### config.mk
export PLATFORM = sky130hd
export DESIGN_NAME = rv32_writeback_flat
export DESIGN_NICKNAME = d
export VERILOG_FILES = /design/src/rtl/rv32_writeback_if.sv /design/src/rtl/rv32_writeback.sv /design/src/flat_wrapper.sv
export SDC_FILE = /design/constraint.sdc
export NUM_CORES = 1
export LEC_CHECK = 0
export BUFFER_PORTS_ARGS = -buffer_cell sky130_fd_sc_hd__buf_2
export CAP_MARGIN = 40
export CORE_ASPECT_RATIO = 0.5
export CORE_MARGIN = 4
export CORE_UTILIZATION = 50
export DETAILED_ROUTE_END_ITERATION = 10
export HOLD_SLACK_MARGIN = 0.03
export PLACE_DENSITY = 0.8
export SLEW_MARGIN = 20
export SYNTH_ARGS = -nofsm -noshare
export SYNTH_HDL_FRONTEND = slang
export SYNTH_SLANG_ARGS = --single-unit
### constraint.sdc
create_clock -name clk -period 1.3 [get_ports clk]
set_input_delay 0.065 -clock clk [delete_from_list [all_inputs] [get_ports clk]]
set_output_delay 0.065 -clock clk [all_outputs]
set_load 0.02 [all_outputs]
### src/rtl/rv32_writeback_if.sv
// ALU result / load response bundle into writeback.
// master: ALU+LSU side drives results; slave: writeback returns alu_ready.
interface rv32_writeback_if #(
    parameter int XLEN = 32
);
    logic            alu_valid;
    logic            alu_ready;
    logic [4:0]      alu_rd;
    logic [XLEN-1:0] alu_result;
    logic            lsu_valid;
    logic [4:0]      lsu_rd;
    logic [2:0]      lsu_funct3;
    logic [1:0]      lsu_byte_offset;
    logic [XLEN-1:0] lsu_rdata;

    modport master (
        output alu_valid, alu_rd, alu_result,
        output lsu_valid, lsu_rd, lsu_funct3,
        output lsu_byte_offset, lsu_rdata,
        input  alu_ready
    );

    modport slave (
        input  alu_valid, alu_rd, alu_result,
        input  lsu_valid, lsu_rd, lsu_funct3,
        input  lsu_byte_offset, lsu_rdata,
        output alu_ready
    );
endinterface

### src/rtl/rv32_writeback.sv
// RV32 writeback: merges ALU/load results into one registered RF write,
// extracts loads, and tracks outstanding loads for load-use detection.
// Ports: clk, reset_n (async, active low); wb (slave bundle: ALU result
// and load response); lsu_issue_valid/lsu_issue_rd (load issue);
// rs1/rs2_address -> rs1/rs2_busy; rd_address/rd_value (RF write);
// lsu_err (bad funct3 pulse).
// Option RV32_WB_BYPASS_EN adds rsN_fwd_hit/rsN_fwd_value forwarding.
module rv32_writeback #(
    parameter int XLEN = 32
) (
    input  logic            clk,
    input  logic            reset_n,
    rv32_writeback_if.slave wb,
    input  logic            lsu_issue_valid,
    input  logic [4:0]      lsu_issue_rd,
    input  logic [4:0]      rs1_address,
    input  logic [4:0]      rs2_address,
    output logic            rs1_busy,
    output logic            rs2_busy,
    output logic [4:0]      rd_address,
    output logic [XLEN-1:0] rd_value,
    output logic            lsu_err
`ifdef RV32_WB_BYPASS_EN
    ,
    output logic            rs1_fwd_hit,
    output logic            rs2_fwd_hit,
    output logic [XLEN-1:0] rs1_fwd_value,
    output logic [XLEN-1:0] rs2_fwd_value
`endif
);

    logic [4:0]      rd_address_q, rd_address_d;
    logic [XLEN-1:0] rd_value_q, rd_value_d;
    logic            lsu_err_q, lsu_err_d;
    logic [31:0]     busy_q, busy_d;

    logic [7:0]      byte_sel;
    logic [15:0]     half_sel;
    logic [XLEN-1:0] load_val;
    logic            load_ok;

    // Loads cannot be stalled, so they always win the write port.
    assign wb.alu_ready = ~wb.lsu_valid;

    always_comb begin
        byte_sel = wb.lsu_rdata[7:0];
        unique case (wb.lsu_byte_offset)
            2'd0: byte_sel = wb.lsu_rdata[7:0];
            2'd1: byte_sel = wb.lsu_rdata[15:8];
            2'd2: byte_sel = wb.lsu_rdata[23:16];
            2'd3: byte_sel = wb.lsu_rdata[31:24];
        endcase
    end

    // Halfword offset[0] is ignored; misalignment is the LSU's problem.
    assign half_sel = wb.lsu_byte_offset[1] ? wb.lsu_rdata[31:16]
                                            : wb.lsu_rdata[15:0];

    always_comb begin
        load_val = '0;
        load_ok  = 1'b1;
        case (wb.lsu_funct3)
            3'b000: load_val = {{(XLEN-8){byte_sel[7]}}, byte_sel};
            3'b001: load_val = {{(XLEN-16){half_sel[15]}}, half_sel};
            3'b010: load_val = wb.lsu_rdata;
            3'b100: load_val = {{(XLEN-8){1'b0}}, byte_sel};
            3'b101: load_val = {{(XLEN-16){1'b0}}, half_sel};
            default: load_ok = 1'b0;
        endcase
    end

    always_comb begin
        rd_address_d = 5'd0;
        rd_value_d   = rd_value_q;
        lsu_err_d    = 1'b0;
        if (wb.lsu_valid) begin
            if (load_ok) begin
                rd_address_d = wb.lsu_rd;
                rd_value_d   = load_val;
            end else begin
                lsu_err_d = 1'b1;
            end
        end else if (wb.alu_valid) begin
            rd_address_d = wb.alu_rd;
            rd_value_d   = wb.alu_result;
        end
    end

    // Set after clear: a same-cycle reissue keeps the register outstanding.
    always_comb begin
        busy_d = busy_q;
        if (wb.lsu_valid) begin
            busy_d[wb.lsu_rd] = 1'b0;
        end
        if (lsu_issue_valid && (lsu_issue_rd != 5'd0)) begin
            busy_d[lsu_issue_rd] = 1'b1;
        end
        busy_d[0] = 1'b0;
    end

    always_ff @(posedge clk or negedge reset_n) begin
        if (!reset_n) begin
            rd_address_q <= 5'd0;
            rd_value_q   <= '0;
            lsu_err_q    <= 1'b0;
            busy_q       <= '0;
        end else begin
            rd_address_q <= rd_address_d;
            rd_value_q   <= rd_value_d;
            lsu_err_q    <= lsu_err_d;
            busy_q       <= busy_d;
        end
    end

    assign rd_address = rd_address_q;
    assign rd_value   = rd_value_q;
    assign lsu_err    = lsu_err_q;
    assign rs1_busy   = busy_q[rs1_address];
    assign rs2_busy   = busy_q[rs2_address];

`ifdef RV32_WB_BYPASS_EN
    // Covers the RF write-then-read window in the output cycle.
    assign rs1_fwd_hit   = (rs1_address == rd_address_q) &&
                           (rd_address_q != 5'd0);
    assign rs2_fwd_hit   = (rs2_address == rd_address_q) &&
                           (rd_address_q != 5'd0);
    assign rs1_fwd_value = rd_value_q;
    assign rs2_fwd_value = rd_value_q;
`endif

endmodule

### src/flat_wrapper.sv
// flat-port wrapper written by rule: the top's interface ports become plain ports
module rv32_writeback_flat 
#(
    parameter int XLEN = 32
)
  (clk, reset_n, lsu_issue_valid, lsu_issue_rd, rs1_address, rs2_address, rs1_busy, rs2_busy, rd_address, rd_value, lsu_err, wb_alu_valid, wb_alu_rd, wb_alu_result, wb_lsu_valid, wb_lsu_rd, wb_lsu_funct3, wb_lsu_byte_offset, wb_lsu_rdata, wb_alu_ready);
  rv32_writeback_if #(.XLEN(XLEN)) wb_i ();
  input  logic clk;
  input  logic reset_n;
  input  logic lsu_issue_valid;
  input  logic [4:0] lsu_issue_rd;
  input  logic [4:0] rs1_address;
  input  logic [4:0] rs2_address;
  output logic rs1_busy;
  output logic rs2_busy;
  output logic [4:0] rd_address;
  output logic [XLEN-1:0] rd_value;
  output logic lsu_err;
  input wire logic [$bits(wb_i.alu_valid)-1:0] wb_alu_valid;
  input wire logic [$bits(wb_i.alu_rd)-1:0] wb_alu_rd;
  input wire logic [$bits(wb_i.alu_result)-1:0] wb_alu_result;
  input wire logic [$bits(wb_i.lsu_valid)-1:0] wb_lsu_valid;
  input wire logic [$bits(wb_i.lsu_rd)-1:0] wb_lsu_rd;
  input wire logic [$bits(wb_i.lsu_funct3)-1:0] wb_lsu_funct3;
  input wire logic [$bits(wb_i.lsu_byte_offset)-1:0] wb_lsu_byte_offset;
  input wire logic [$bits(wb_i.lsu_rdata)-1:0] wb_lsu_rdata;
  output wire logic [$bits(wb_i.alu_ready)-1:0] wb_alu_ready;
  assign wb_i.alu_valid = wb_alu_valid;
  assign wb_i.alu_rd = wb_alu_rd;
  assign wb_i.alu_result = wb_alu_result;
  assign wb_i.lsu_valid = wb_lsu_valid;
  assign wb_i.lsu_rd = wb_lsu_rd;
  assign wb_i.lsu_funct3 = wb_lsu_funct3;
  assign wb_i.lsu_byte_offset = wb_lsu_byte_offset;
  assign wb_i.lsu_rdata = wb_lsu_rdata;
  assign wb_alu_ready = wb_i.alu_ready;
  rv32_writeback #(.XLEN(XLEN)) u_core (.clk(clk), .reset_n(reset_n), .wb(wb_i), .lsu_issue_valid(lsu_issue_valid), .lsu_issue_rd(lsu_issue_rd), .rs1_address(rs1_address), .rs2_address(rs2_address), .rs1_busy(rs1_busy), .rs2_busy(rs2_busy), .rd_address(rd_address), .rd_value(rd_value), .lsu_err(lsu_err));
endmodule
# After elaboration in Yosys (flattened, before gate mapping)
# Cells that the tools add are included.
[op_classes]
magnitude_cmp = 6
n_eq_ne = 8
muxes = 22
n_bitwise = 4
n_reduce_logical = 9
[ops]
columns = ["operator", "count"]
rows = [
  ["2-to-1 mux 32 bit", 5],
  ["one-hot mux 32 bit (5 select lines)", 1],
  ["AND 32 bit", 1],
  ["NOT 32 bit", 1],
  ["OR 32 bit", 1],
  ["one-hot mux 8 bit (4 select lines)", 1],
  ["less-than comparator 5 x 6 -> 1 bit (second input constant)", 4],
  ["2-to-1 mux 16 bit", 1],
  ["2-to-1 mux 5 bit", 3],
  ["binary-select mux 1 bit (select 5 bit)", 2],
  ["demux 1 bit (select 5 bit)", 2],
  [">= comparator 5 x 1 -> 1 bit (second input constant)", 2],
  ["2-to-1 mux 1 bit", 7],
  ["equality test 3 bit (second input constant)", 2],
  ["nonzero test 5 bit", 1],
  ["OR reduction 5 bit", 1],
  ["equality test 2 bit (second input constant)", 2],
  ["equality test 3 x 1 -> 1 bit (second input constant)", 1],
  ["equality test 3 x 2 -> 1 bit (second input constant)", 1],
  ["logical AND 1 bit", 3],
  ["logical NOT 3 bit", 1],
  ["equality test 2 x 1 -> 1 bit (second input constant)", 1],
  ["logical NOT 2 bit", 1],
  ["inequality test 2 x 1 -> 1 bit (second input constant)", 1],
  ["other kinds (3)", 3],
]
[totals]
regBits = 69
output_inout_bits = 41
elab_cells = 53

# Logic depth before layout (Yosys ltp)
# Gate-level depths: netlist (run 1).
[logic_depth]
word_depth = 9
mapped_depth = 7
depth_no_buf = 5

# Worst setup path after synthesis (run 1)
# Ideal clock, no wire load.
[synth_path]
path_type = "reg2out"
start = "register u_core.busy_q[7]"
end = "output rs1_busy"
arrival_time_ps = 1275
required_time_ps = 1235
slack_ps = -40
path_stages_with_launch = 6
n_path_buf = 0
path_cell_list = "dfrtp_1 > mux4_2 > nor2_1 > nor4_1 > a31oi_1 > nand3_1"
[synth_between]
elab_chain_len = 2
[synth_lines]
columns = ["element", "line", "source"]
rows = [
  ["start, declared", "rv32_writeback.sv:35", "logic [31:0] busy_q, busy_d;"],
  ["start signal, assigned", "rv32_writeback.sv:111", "busy_q <= busy_d;"],
  ["binary-select mux 1 bit (select 5 bit)", "rv32_writeback.sv:118", "assign rs1_busy = busy_q[rs1_address];"],
  ["2-to-1 mux 1 bit (not written as such)", "rv32_writeback.sv:118", ""],
  ["end, declared", "flat_wrapper.sv:14", "output logic rs1_busy;"],
]
# No other way between the ends. The select of a mux whose other input is x is not followed.

# Final worst setup path (run 1)
# Ends and elaborated chain as after synthesis.

==> out/results.txt, run 1 <==
Area of the multi-input gates -> 0.00224 sq mm
Die Ht -> 72.3 microns
Max-Cap Viols -> 0
Fmax -> 533 MHz
Most used flip-flop cell after synthesis -> dfrtp_1
Final setup skew -> 0 ps
Failing checks -> setup timing
Placed cell areas -> 0.00522 sq mm
GR Util All Layers -> 0.288
Vias -> 4578
Worst EP required -> 1240 ps
Worst Slack Setup Final -> -576 ps
Initial antenna violation count -> 0
Die W -> 137 microns
Die area -> 0.00987 sq mm
Filler instances -> 575
Slew at the pin with the worst max-slew slack -> 400 ps
Vias/cell -> 6.02
CP max FO -> 3
Core Rows -> 23
Worst VDD drop -> 0.830 mV
FF+latch count, synth -> 69
Drt drc -> 0
Post-synthesis mux area share -> 0.102
Clock-pin slew on the worst setup and hold paths -> 60 ps
Outcome -> finished, violations left
Post-synthesis simple-gate area fraction -> 0.158
Routed wire length -> 14000 microns
Setup TNS -> -1130 ps
CP endpoint kind -> primary output
Starting Density -> 0.515
Syn_nets -> 542
Pwr Density -> 1250 mW/mm^2
Commonest non-fill, non-tap cell in the layout -> buf_2
Clk Latency, worst-skew pair -> 330 ps
Critical Path AT -> 1810 ps
Fin crit period -> 1880 ps
Syn_area_per_cell -> 9.33 sq um
Dpl hpwl -> 9720 microns
Grt met3 use -> 0.0762
Sequential cell area -> 0.00173 sq mm
Total power -> 7.37 mW
H-tree Lvls -> 3
Post-synth ARST share -> 1.00
Met1 usage -> 0.349
Vias in the first global route -> 4590
First-pass GRT wire length -> 22300 microns
I/O pin cnt -> 140
Placed cell count -> 708
Post-Syn Area -> 0.00413 sq mm
Startpoint types -> flop
Layout Utilization -> 0.736
Combinational family with the most area after synthesis -> compound AO/OA/AOI/OAI gates
Leak -> 2.64 nW
Hold Crit Class -> input port to flop
Fin cells -> 760
Sequential-to-total area share from yosys stat -> 0.418
Critical path class -> flop to primary output
Area delta synth->final -> 43.0%
Post-Syn Instances -> 443
Synth warn -> 0
TritonCTS clock tree -> done
1st-pass router iterations -> 5
Xor/xnor share of the synthesized area -> 0
Root Buffer -> clkbuf_16
Final Hold Vio Count -> 0
Setup violators final -> 2
Fin crit share -> 1.44
Final #Nets -> 742
Post-DRT Antenna Nets -> 0
Fin area -> 0.00591 sq mm
Count of different cell masters after synthesis -> 49
CTS Sinks -> 69
EDFF count, synth -> 0
Routed WL per cell -> 18.4 microns
1st-iter DRT viols -> 457
RSZ-0062 raised after global routing -> yes
Post-synthesis adder-cell area fraction -> 0
Largest net degree at the start of global routing -> 70
Core box area -> 0.00803 sq mm
Setup bufs post-CTS -> 0
Synth Area in Compound Gates -> 0.277
Commonest cells after routing, fill and taps aside -> buf_2 (137), o21ai_0 (69), dfrtp_1 (69), dlygate4sd3_1 (36), buf_4 (34)
Met2 GRT Util -> 0.495
Ant diodes -> 0
Max Transition Viols Final -> 0
IO buf count -> 139
Max clock buf depth -> 2
Gr busiest metal -> met2
Final RePlAce weighted congestion -> 0.924
Relative slew slack -> 0.726
TritonCTS buffer count -> 9
Share of cells above drive strength 1 -> 0.346
Gr ovfl total -> 0
[per-stage QoR]
step / setup WS (ps) / hold WS [ps]
after floorplan: -22.4 / -231
after global placement: -176 / 112
after detailed placement: -235 / 118
after CTS: -594 / 30.2
after global routing: -730 / 39.1
final: -576 / 30.5
[final timing paths]
kind,from,to,slack (ps),cells after the start
max,u_core.busy_q[7],rs1_busy,-580,6
min,wb_alu_result[0],u_core.rd_value[0],30,3
min reg2reg,u_core.busy_q[16],u_core.busy_q[16],540,2
max in group asynchronous,reset_n,u_core.lsu_err,710,3
min in group asynchronous,reset_n,u_core.busy_q[9],300,3
max reg2reg,u_core.rd_value[24],u_core.rd_value[24],440,3
[critical path: stages, from the launching register on]
cell,delay (ps)
dfrtp_1,390
mux4_2,500
nor2_2,100
nor4_1,50
a31oi_1,200
nand3_2,80
buf_2,160
[cells in the mapped netlist, types with 2 or more instances]
| cell | number | area, sq um |
|---|---|---|
| nand3b_1 | 10 | 75.1 |
| inv_2 | 2 | 7.51 |
| a2111oi_0 | 8 | 70.1 |
| nor4_1 | 2 | 12.5 |
| a21oi_1 | 31 | 155 |
| a31oi_1 | 9 | 56.3 |
| nand2_1 | 28 | 105 |
| nand3_1 | 13 | 65.1 |
| dfrtp_1 | 69 | 1730 |
| nand2b_1 | 2 | 12.5 |
| nor3b_1 | 2 | 15.0 |
| clkbuf_1 | 7 | 26.3 |
| buf_6 | 5 | 56.3 |
| nor3_1 | 3 | 15.0 |
| a21oi_2 | 4 | 35.0 |
| o22ai_1 | 27 | 169 |
| buf_2 | 10 | 50.1 |
| o221ai_1 | 6 | 52.6 |
| buf_4 | 3 | 22.5 |
| a22oi_1 | 7 | 52.6 |
| nand4b_1 | 2 | 17.5 |
| a221oi_1 | 6 | 52.6 |
| nor2b_1 | 15 | 93.8 |
| mux2i_1 | 33 | 330 |
| o21ai_0 | 70 | 350 |
| inv_1 | 4 | 15.0 |
| a22o_1 | 5 | 43.8 |
| or3b_2 | 4 | 35.0 |
| mux4_2 | 3 | 67.6 |
| nand4_1 | 2 | 12.5 |
| nor2_1 | 26 | 97.6 |
| or3_1 | 3 | 18.8 |
| and2_1 | 5 | 31.3 |
| mux2_2 | 2 | 22.5 |
[where the power goes]
group	total (mW)	switching, mW	internal, mW
Combinational	1.96	1.08	0.886
Sequential	2.81	0.284	2.53
Clock	2.59	0.924	1.67
[sequential cells by signal (all words and copies together) (netlist names)]
name               count
u_core.busy_q         31
u_core.rd_value       32
u_core.lsu_err         1
u_core.rd_address      5
[routing by layer]
| layer | vias up | part of all wire |
|---|---|---|
| li1 | 2094 | - |
| met1 | 2187 | 0.39 |
| met2 | 254 | 0.49 |
| met3 | 43 | 0.086 |
| met4 | 0 | 0.028 |
| met5 | - | 0 |
[cell type report]
type / instances / area share
multi-input combinational: 341 / 0.379
sequential: 69 / 0.292
timing repair buffer: 216 / 0.249
clock buffer: 11 / 0.0394
tap: 112 / 0.0237
clock inverter: 5 / 0.0127
inverter: 6 / 0.00381
[timing repair]
action / in CTS / in global routing
setup endpoints to repair: 2 / 4
gates resized for setup: 0 / 8
pin swaps: 0 / 0
endpoints found under the hold margin: 96 / 0
hold buffers: 36 / 0
[logic make-up after synthesis]
| group | after synthesis |
|---|---|
| and+or+nand+nor | 121 |
| AOI/OAI and AO/OA | 182 |
| buffers and inverters | 33 |
| DFF | 69 |
| muxes | 38 |
No activity file was read; power rests on OpenSTA's default activity.
==> run 2, diff against run 1 <==
Settings changed: CELL_PAD_IN_SITES_DETAIL_PLACEMENT set to 1, CELL_PAD_IN_SITES_GLOBAL_PLACEMENT set to 1, CORE_UTILIZATION 50 to 38, PLACE_DENSITY 0.8 to 0.79.
==> run 2 against run 1 <==
The run still ends with setup timing left; die area is 29% higher; non-clock buffer count is 6 higher; maximum frequency is 1.5% lower; cell count is 4.6% higher; via count is 1.2% higher; power is 2.7% higher; critical path depth stayed put; critical path type unchanged; largest cell class unchanged; highest routed layer is now met5.
==> out/results.txt, run 2 (synthesized netlist as in run 1, its figures left out) <==
Final RePlAce weighted congestion -> 0.817
I/O pin cnt -> 140
H-tree Lvls -> 3
Met2 GRT Util -> 0.488
Gr ovfl total -> 0
Starting Density -> 0.397
Clk Latency, worst-skew pair -> 340 ps
Core Rows -> 26
Grt met3 use -> 0.0695
Worst EP required -> 1240 ps
Vias -> 4635
Drt drc -> 0
Leak -> 2.65 nW
Root Buffer -> clkbuf_16
Commonest cells after routing, fill and taps aside -> buf_2 (139), o21ai_0 (70), dfrtp_1 (69), dlygate4sd3_1 (39), buf_4 (39)
1st-pass router iterations -> 5
Final #Nets -> 748
Largest net degree at the start of global routing -> 70
GR Util All Layers -> 0.273
Slew at the pin with the worst max-slew slack -> 502 ps
1st-iter DRT viols -> 254
Fin crit period -> 1900 ps
Core box area -> 0.0104 sq mm
Hold Crit Start -> wb_alu_result[0]
Worst VDD drop -> 0.595 mV
Worst Slack Setup Final -> -605 ps
Share of cells above drive strength 1 -> 0.353
CP peak stage delay -> 500 ps
Final setup skew -> 0 ps
Worst r2r src -> u_core.rd_value[16]
Worst Hold Path EP -> u_core.rd_value[0]
Pwr Density -> 1270 mW/mm^2
Outcome -> finished, violations left
Fmax -> 525 MHz
R2R Path End -> u_core.rd_value[16]
Dpl hpwl -> 11900 microns
CP Buf/Inv Count -> 1
Final Hold Vio Count -> 0
Critical Path Stages -> 6
Clock-pin slew on the worst setup and hold paths -> 60 ps
Vias/cell -> 5.83
First-pass GRT wire length -> 27000 microns
Max Transition Viols Final -> 0
Die W -> 155 microns
CP endpoint kind -> primary output
Max reg flops -> 32
Die Ht -> 81.7 microns
CP max FO -> 3
CTS Sinks -> 69
Hold Crit Class -> input port to flop
Max-Cap Viols -> 0
IO buf count -> 139
Critical path class -> flop to primary output
Setup violators final -> 2
Relative slew slack -> 0.664
Worst hold stages -> 3
Die area -> 0.0127 sq mm
Area delta synth->final -> 44.8%
Commonest non-fill, non-tap cell in the layout -> buf_2
TritonCTS buffer count -> 9
Routed wire length -> 17100 microns
Critical Path AT -> 1840 ps
Post-DRT Antenna Nets -> 0
Initial antenna violation count -> 1
Cell Chain, Critical Path -> mux4_2 > nor2_2 > nor4_1 > a31oi_1 > nand3_2 > buf_2
Vias in the first global route -> 4978
Met1 usage -> 0.326
Startpoint types -> flop
Routed WL per cell -> 21.5 microns
Pre-CTS setup slack -> -274 ps
Fin crit share -> 1.47
Gr busiest metal -> met2
RSZ-0062 raised after global routing -> yes
TritonCTS clock tree -> done
Failing checks -> setup timing
Max clock buf depth -> 2
Slowest stage cell, crit path -> mux4_2
R2r setup slk -> 430 ps
Total power -> 7.57 mW
R2r worst-path depth -> 3
CP delay by family, top -> multiplexers
==> run 2: cell types whose count changed in the layout (fill, tap and decap cells not counted), sizes merged <==
cell	change
clkbuf	-2
dlygate4sd3	+3
clkinvlp	+1
buf	+4
diode	+1
==> run 2: metal layers <==
metal  routed length, microns  vias to the layer above
met1                     6920                     2288
met3                     1030                       51
met4                      525                        2
met2                     8570                      192
met5                        8                        -
li1                         -                     2102
==> run 2: how the worst max path moves through the flow <==
| stage | start | endpoint | slack (ps) |
|---|---|---|---|
| floorplan | u_core.busy_q[7] | rs1_busy | -20 |
| global placement | u_core.busy_q[7] | rs2_busy | -180 |
| detailed placement | u_core.busy_q[7] | rs1_busy | -270 |
| CTS | u_core.busy_q[7] | rs1_busy | -640 |
| global route | u_core.busy_q[7] | rs1_busy | -700 |
| finish | u_core.busy_q[7] | rs1_busy | -600 |
==> run 2: power breakdown <==
| part | switching [mW] | total (mW) | internal [mW] |
|---|---|---|---|
| Combinational | 1.14 | 2.02 | 0.880 |
| Sequential | 0.302 | 2.83 | 2.53 |
| Clock | 0.987 | 2.71 | 1.73 |
| Total | 2.43 | 7.57 | 5.14 |
==> run 2: what timing repair did <==
item	4_1_cts	5_1_grt
setup buffers	0	0
endpoints found under the setup margin	2	5
pin swaps	0	0
hold buffers	39	0
endpoints found under the hold margin	98	0
resized for setup	0	8
==> run 2: area by class of cell <==
cell class	instances	area, sq um
fillers	1238	4430
multi-input cells	341	2250
flip-flops and latches	69	1730
repair buffers	222	1480
clock buffers	10	239
well taps	140	175
clock inverters	6	86.3
inverters	6	22.5
diodes	1	2.50
==> run 2: worst min-delay path: stages <==
cell and delay (ps):
buf_2 70, o22ai_1 80, a21oi_1 110
==> run 2: through the flow <==
| stage | instance area (sq um) | instances | util | TNS [ps] | hold slack [ps] |
|---|---|---|---|---|---|
| 4_1_cts | 5960 | 794 | 0.572 | -1260 | 31.4 |
| 5_1_grt | 5980 | 794 | 0.574 | -1350 | 40.8 |
| 3_5_place_dp | 5240 | 739 | 0.503 | -2860 | 125 |
| 3_3_place_gp | 5240 | 739 | 0.503 | -1360 | 116 |
| 2_1_floorplan | 4140 | 443 | - | -44.9 | -231 |
| 6_report | 5980 | 795 | 0.575 | -1200 | 32.9 |
